`src/rtl/kd_level_stage.sv`:
```
// rtl/kd_level_stage.sv - one pipelined KD-tree level: per-node split table, median compare, child index out
module kd_level_stage #(
    parameter int DATA_WIDTH    = 55,
    parameter int STORAGE_WIDTH = 22,
    parameter int COMP_WIDTH    = 11,
    parameter int NUM_COMP      = 5,
    parameter int LEVEL         = 2,
    parameter int IDX_W         = 2
) (
    input  logic                     clk,
    input  logic                     rst_n,
    input  logic                     wen,
    input  logic [IDX_W-1:0]         waddr,
    input  logic [STORAGE_WIDTH-1:0] wdata,
    input  logic                     valid_in,
    output logic                     ready_out,
    input  logic [IDX_W-1:0]         node_in,
    input  logic [DATA_WIDTH-1:0]    patch_in,
    output logic                     valid_out,
    input  logic                     ready_in,
    output logic [IDX_W:0]           node_out,
    output logic [DATA_WIDTH-1:0]    patch_out,
    output logic                     go_left,
    output logic                     go_right,
    output logic                     cfg_err
);
    localparam int N_NODES = 1 << LEVEL;
    localparam int CIDX_W  = STORAGE_WIDTH - COMP_WIDTH;

    logic [STORAGE_WIDTH-1:0] r_table [N_NODES];
    logic                     r_valid_out;
    logic [IDX_W:0]           r_node_out;
    logic [DATA_WIDTH-1:0]    r_patch_out;
    logic                     r_go_left;
    logic                     r_go_right;
    logic                     r_cfg_err;

    logic [IDX_W-1:0]         w_node;
    logic [IDX_W-1:0]         w_waddr;
    logic [STORAGE_WIDTH-1:0] w_entry;
    logic [CIDX_W-1:0]        w_comp;
    logic [COMP_WIDTH-1:0]    w_med;
    logic [COMP_WIDTH-1:0]    w_c;
    logic                     w_bad;
    logic                     w_go_right;
    logic                     w_xfer_in;

    // The root level has a single node, so its index inputs are forced to zero.
    assign w_node  = (LEVEL == 0) ? '0 : node_in;
    assign w_waddr = (LEVEL == 0) ? '0 : waddr;
    assign w_entry = r_table[w_node];
    assign w_comp  = w_entry[STORAGE_WIDTH-1:COMP_WIDTH];
    assign w_med   = w_entry[COMP_WIDTH-1:0];

    always_comb begin
        w_c   = '0;
        w_bad = 1'b1;
        for (int i = 0; i < NUM_COMP; i++) begin
            if (w_comp == CIDX_W'(i)) begin
                w_c   = patch_in[i*COMP_WIDTH +: COMP_WIDTH];
                w_bad = 1'b0;
            end
        end
    end

    assign w_go_right = w_bad | (w_c >= w_med);
    assign ready_out  = ~r_valid_out | ready_in;
    assign w_xfer_in  = valid_in & ready_out;

    always_ff @(posedge clk or negedge rst_n) begin
        if (!rst_n) begin
            for (int n = 0; n < N_NODES; n++) begin
                r_table[n] <= '0;
            end
            r_valid_out <= 1'b0;
            r_node_out  <= '0;
            r_patch_out <= '0;
            r_go_left   <= 1'b0;
            r_go_right  <= 1'b0;
            r_cfg_err   <= 1'b0;
        end else begin
            // Table read above sees the pre-write entry, so a colliding write applies next cycle.
            if (wen) begin
                r_table[w_waddr] <= wdata;
            end
            if (w_xfer_in) begin
                r_valid_out <= 1'b1;
                r_patch_out <= patch_in;
                r_node_out  <= {w_node, w_go_right};
                r_go_right  <= w_go_right;
                r_go_left   <= ~w_go_right;
                if (w_bad) begin
                    r_cfg_err <= 1'b1;
                end
            end else if (ready_in) begin
                r_valid_out <= 1'b0;
                r_go_right  <= 1'b0;
                r_go_left   <= 1'b0;
            end
        end
    end

    assign valid_out = r_valid_out;
    assign node_out  = r_node_out;
    assign patch_out = r_patch_out;
    assign go_left   = r_go_left;
    assign go_right  = r_go_right;
    assign cfg_err   = r_cfg_err;
endmodule

```
`config.mk`:
```
export PLATFORM = sky130hd
export DESIGN_NAME = kd_level_stage
export DESIGN_NICKNAME = d
export VERILOG_FILES = /design/src/rtl/kd_level_stage.sv
export SDC_FILE = /design/constraint.sdc
export NUM_CORES = 1
export LEC_CHECK = 0
export ABC_AREA = 1
export CORE_ASPECT_RATIO = 0.75
export CORE_MARGIN = 2
export CORE_UTILIZATION = 35
export CTS_BUF_LIST = sky130_fd_sc_hd__clkbuf_16
export DETAILED_ROUTE_END_ITERATION = 10
export DONT_BUFFER_PORTS = 1
export PLACE_DENSITY = 0.6
export SYNTH_ARGS = -nofsm -noshare
export SYNTH_HDL_FRONTEND = slang
export SYNTH_SLANG_ARGS = --single-unit
```
`constraint.sdc`:
```
create_clock -name clk -period 4.8 [get_ports clk]
set_input_delay 0.48 -clock clk [delete_from_list [all_inputs] [get_ports clk]]
set_output_delay 0.48 -clock clk [all_outputs]
set_load 0.01 [all_outputs]
```
==> flow_summary.ini, run 1 <==
[critical_path]
crit_fanout = 29
crit_path_end_kind = flop
setup.worst_path.start = node_in[1]
crit_type = primary input to flop
crit_required_ns = 5.11
cp.arrival_ns = 3.40
crit_path_start_kind = primary input
regToRegStartpoint = r_table[16]

[logic_synthesis]
netlist_top_cells_count = nand2_1, dfrtp_1, o21ai_0, inv_1, clkbuf_1
synth_top_cell_by_area = dfrtp_1
syn-instance-count = 878
ys_seq_area_share_pct = 53.16
ys_ff_latch = 150
synth_ff_type = dfrtp_1
synth_area_mm2 = 0.007061
synth.most_common_cell = nand2_1
ys_top_cells_by_area = dfrtp_1, nand2_1, o21ai_0
synth_top_area_share_pct = 53.16
yosysWarnings = 0
synth_edf_count = 0
async_flop_share_pct = 100.0
ys_types = 29
syn_avg_cell_area_um2 = 8.042
syn_nets = 975

[power_and_ir_drop]
p_total_uw = 3438
leakagePower_uw = 0.003976
ir_drop_v = 0.0002404
p_per_area_mw_per_mm2 = 439.1

[routing]
via_count = 5656
firstDrtPassIters = 5
via_per_inst = 5.037
drt_wl_total_um = 19350
drtIter0Drc = 662
drcViolationCount = 0
wl_per_cell_um = 17.23
ant_nets = 0

[floorplan]
die_height_um = 127
die_area_mm2 = 0.02134
start_util_pct = 36.13
row_count = 44
die_w_um = 168.0
io-pin-count = 149
core-area_mm2 = 0.01954

[global_route]
grt_pass1_wl_um = 31060
antenna_found_initial = 0
overflow = 0
grt_usage_pct = 18.80
grt_pass1_vias = 5501
grt_max_degree = 151

[clock_network]
insertion_delay_ns = 0.43
clock-sinks = 150
cts_buffers = 17
htreeDepth = 4
cts_tree = done
ctsResizeCount = 0
path_clk_slew_ns = 0.06
cts_setup_buffers = 0
cts_hold_buf = 1
cts.path.max_buffers = 2
cts-root-buf = clkbuf_16

[finish]
antenna_cells = 0
fin_nets = 955
syn_to_final_growth_pct = 10.88
drive_gt1_share_pct = 6.667
utilization_pct = 40.06
fin_cells = 1123

[timing]
totalNegativeSetupSlack_ns = 0
final-setup-viol-count = 0
finalCriticalPeriod_ns = 3.096
worst_pin_slew_ns = 0.8473
rsz0062_at_grt = no
fmax_mhz = 323.0
whs_ns = -0.02307
hold_viol_final = 5
finalCritPeriodShare_pct = 64.50
fin_skew_ns = 0.006038
slew_headroom_pct = 43.52
finalMaxSlewViolations = 0

[flow_run]
max_cap_viol_count = 0

[min_path]
worstHoldPathType = primary input to asynchronous set/reset pin

[placed_design]
port_buffers = 0
dp_hpwl_um = 13490
dpl.cell_count = 1091
globalplace.congestion = 0.8811

[outcome]
status = complete, but fails checks
violations = negative hold slack
-- cells by family (layout without fill, tap and decap cells) --
logic type,after synthesis,in the layout,share of synthesized area (%)
simple gates,464,464,27.34
fa+ha+maj,11,11,1.949
buf+inv,106,98,6.309
flops,150,150,53.16
compound gates,147,147,11.24
-- report_power, final --
| part | internal, µW | total, µW | switching, µW |
|---|---|---|---|
| sequential | 1450 | 1610 | 154 |
| combinational | 157 | 452 | 295 |
| clock | 854 | 1380 | 523 |
| total | 2470 | 3440 | 973 |
-- through the flow --
stage               setup WS, ns  cell area, µm²  hold slack (ns)
detailed placement         1.300            7207           0.1893
finish                     1.704            7829         -0.02307
global placement           1.378            7207           0.1900
CTS                        1.751            7829          0.09525
floorplan                  1.964            7061           0.1844
global route               1.369            7829          0.07018
-- registers in the layout (all words and copies together), names as in the netlist --
signal / count
patch_out: 55
valid_out: 1
go_left: 1
cfg_err: 1
node_out: 3
r_table: 88
go_right: 1
-- cell usage in the layout (no fill, tap or decap), types with 3 or more instances in the layout --
cell	n
dfrtp_1	150
bufinv_16	4
a21oi_1	19
ha_1	11
buf_4	6
inv_2	6
a32o_1	10
clkinv_2	5
o21ai_0	104
nand4_1	29
nand3_2	4
nor2_1	31
nand2_1	362
clkbuf_16	17
nand3_1	23
nor2_2	3
o21ai_1	10
nand2_2	7
inv_1	55
-- layer usage --
layer	up-vias	share of wire [%]	GRT usage, %
li1	2788	-	-
met2	180	42	27.18
met5	-	0	0
met3	18	8.6	6.537
met4	0	1.4	4.399
met1	2670	48	27.09
-- path summary, 6_finish.rpt --
path	slack, ns	end	cells past startpoint
setup reg to reg	1.76	node_out[0]	20
max in group asynchronous	4.11	patch_out[53]	1
min in group clk	0.16	patch_out[28]	2
hold reg to reg	0.48	r_table[22]	2
setup / recovery	1.70	node_out[0]	18
hold / removal	-0.02	patch_out[49]	1
-- critical path: stages --
cell	delay [ns]
inv_2	0.37
nand3_1	0.19
nand2_2	0.13
nand2_4	0.07
nor2_2	0.38
nand3_2	0.26
o22ai_1	0.27
nor2_1	0.07
nor2_1	0.09
ha_1	0.25
a21oi_1	0.24
nand2_1	0.09
nand2_1	0.06
nand2_1	0.05
nand2_1	0.06
a21oi_1	0.06
nor2_1	0.17
a21oi_1	0.10
-- area by class of cell --
type,instances,area [µm²]
multi-input cells,622,2864
well taps,253,316.6
clock inverters,14,168.9
flip-flops and latches,150,3754
inverters,60,227.7
fillers,2012,11720
clock buffers,17,425.4
repair buffers,7,72.57
Note: power is estimated with default switching activity, not from simulation.
==> run 2, diff against run 1 <==
--- a/config.mk
+++ b/config.mk
@@ -12,7 +12,7 @@
 export CTS_BUF_LIST = sky130_fd_sc_hd__clkbuf_16
 export DETAILED_ROUTE_END_ITERATION = 10
 export DONT_BUFFER_PORTS = 1
-export PLACE_DENSITY = 0.6
+export PLACE_DENSITY = 0.62
 export SYNTH_ARGS = -nofsm -noshare
 export SYNTH_HDL_FRONTEND = slang
 export SYNTH_SLANG_ARGS = --single-unit
==> constraint.sdc (replaced) <==
create_clock -name clk -period 2.65 [get_ports clk]
set_input_delay 0.265 -clock clk [delete_from_list [all_inputs] [get_ports clk]]
set_output_delay 0.265 -clock clk [all_outputs]
set_load 0.01 [all_outputs]
==> run 2 against run 1 <==
The flow finishes with violations (negative hold slack, negative setup slack). Flip-flop and latch count unchanged. Final area grew 12%. Cell count grew 7.7%. Die area did not move. Setup slack got worse by 1.8 ns. Power rose by 85%. Via count grew 9.0%. Critical path depth is 1 higher. Global-route usage grew 1.4 points. Count of clock-buffer cells in the layout unchanged. Critical path type is now flop to flop. Largest cell class unchanged. Largest power group unchanged. Highest routed layer unchanged.
==> flow_summary.ini, run 2 (synthesis gave the netlist of run 1 again) <==
[outcome]
status = complete, but fails checks
violations = negative hold slack, negative setup slack

[finish]
fin_nets = 1040
top_register = r_table
mostFrequentLayoutCell = nand2_1
syn_to_final_growth_pct = 24.31
final_cell_mix = nand2_1, dfrtp_1, o21ai_0
drive_gt1_share_pct = 13.81
antenna_cells = 0
fin_cells = 1209
largest_reg_flops = 88

[timing]
fin_ws_ns = -0.1146
finalCriticalPeriod_ns = 2.765
fin_skew_ns = 0.009525
whs_ns = -0.4734
worst_pin_slew_ns = 0.6948
final-setup-viol-count = 3
hold_viol_final = 150
fmax_mhz = 361.7
finalCritPeriodShare_pct = 104.3
finalMaxSlewViolations = 0
slew_headroom_pct = 53.68
rsz0062_at_grt = yes

[clock_network]
insertion_delay_ns = 0.43
cts_buffers = 17
htreeDepth = 4
path_clk_slew_ns = 0.07
cts_hold_buf = 46
clock-sinks = 150
cts.path.max_buffers = 2
cts-root-buf = clkbuf_16
cts_tree = done

[floorplan]
start_util_pct = 36.13
io-pin-count = 149
row_count = 44
die_area_mm2 = 0.02134
die_w_um = 168.0
core-area_mm2 = 0.01954
die_height_um = 127

[critical_path]
crit_fanout = 5
crit_type = flop to flop
crit_path_end_kind = flop
cp.arrival_ns = 3.11
crit_required_ns = 3.00
crit_path_start_kind = flop

[routing]
firstDrtPassIters = 5
wl_per_cell_um = 17.38
drt_wl_total_um = 21010
via_count = 6167
drtIter0Drc = 518
ant_nets = 0
via_per_inst = 5.101
drcViolationCount = 0

[power_and_ir_drop]
intPower_uw = 4464
p_sw_uw = 1900
combPwrFrac_pct = 16.2
seq_power_share_pct = 45.8
ir_drop_v = 0.0003133
leakagePower_uw = 0.004381
pwr-share-clk_pct = 38.0
netSwitchingFraction_pct = 29.85
p_per_area_mw_per_mm2 = 725.1

[global_route]
grt_usage_pct = 20.18
grt_pass1_vias = 5920
grt_max_degree = 151
overflow = 0
grt_pass1_wl_um = 33440
antenna_found_initial = 0

[placed_design]
post-place-ws_ns = -0.1600
dp_hpwl_um = 13850
dpl.cell_count = 1119
globalplace.congestion = 0.9258
port_buffers = 0

[min_path]
worstHoldPathType = primary input to asynchronous set/reset pin

[flow_run]
max_cap_viol_count = 0
## run 2: power groups by stage
stage,Sequential [µW],Clock [µW],Combinational (µW)
6_report,2910,2420,1030
5_1_grt,2950,2560,1180
4_1_cts,2910,2460,970
3_5_place_dp,2950,0,852
3_3_place_gp,2940,0,831
2_1_floorplan,2880,0,637
## run 2: per-stage QoR
step	area, µm²	power, µW	hold WS (ns)	TNS [ns]	util [%]
finish	8777	6364	-0.4734	-0.2927	44.91
global route	8777	6694	-0.4948	-0.8377	44.91
CTS	8655	6334	-0.4839	-0.1936	44.28
detailed placement	7442	3798	-0.02307	-0.4578	38.08
global placement	7442	3771	-0.02230	-0.2870	38.08
floorplan	7061	3518	-0.03059	0	-
## run 2: worst paths after layout
| kind | start | end | slack, ns | cells past startpoint |
|---|---|---|---|---|
| max reg2reg | r_table[43] | go_right | -0.11 | 19 |
| min | rst_n | r_table[61] | -0.47 | 0 |
| min reg2reg | r_table[40] | r_table[40] | 0.48 | 2 |
| max | r_table[43] | go_right | -0.11 | 19 |
| min in group clk | patch_in[26] | patch_out[26] | 0.01 | 2 |
| max in group asynchronous | rst_n | patch_out[46] | 2.91 | 0 |
## run 2: final cells by class
class | instances | area (µm²)
tap | 253 | 316.6
fill | 1926 | 10770
inverter | 60 | 237.7
timing repair buffer | 91 | 845.8
sequential | 150 | 3754
clock inverter | 15 | 152.6
multi-input combinational | 623 | 3045
clock buffer | 17 | 425.4
## run 2: worst max-delay path: stages, from the launching register on
cell and delay, ns:
dfrtp_1 0.38, nor2_1 0.11, nand2_1 0.07, nand3_2 0.09
nand2_4 0.08, buf_6 0.12, nor2_4 0.18, nand3_2 0.15
o21ai_2 0.14, nand2_1 0.09, inv_2 0.06, nor2_2 0.04
ha_1 0.30, nand2_2 0.07, buf_4 0.13, nor4b_2 0.24
nand4_1 0.11, nand3_1 0.10, nor2_2 0.06, a21oi_1 0.14
## run 2: layer usage
layer	vias up	track usage [%]	share of wire [%]
li1	2964	-	-
met1	2963	28.57	47
met2	212	30.38	44
met3	28	5.731	7.6
met4	0	5.627	1.6
met5	-	0	0
## run 2: what timing repair did
item                                    in CTS  in global routing
endpoints found under the setup margin       3                  3
buffers inserted                             5                  6
hold endpoints to repair                   196                150
resized for setup                           27                 23
cloned                                       1                  0
pin swaps                                   21                 16
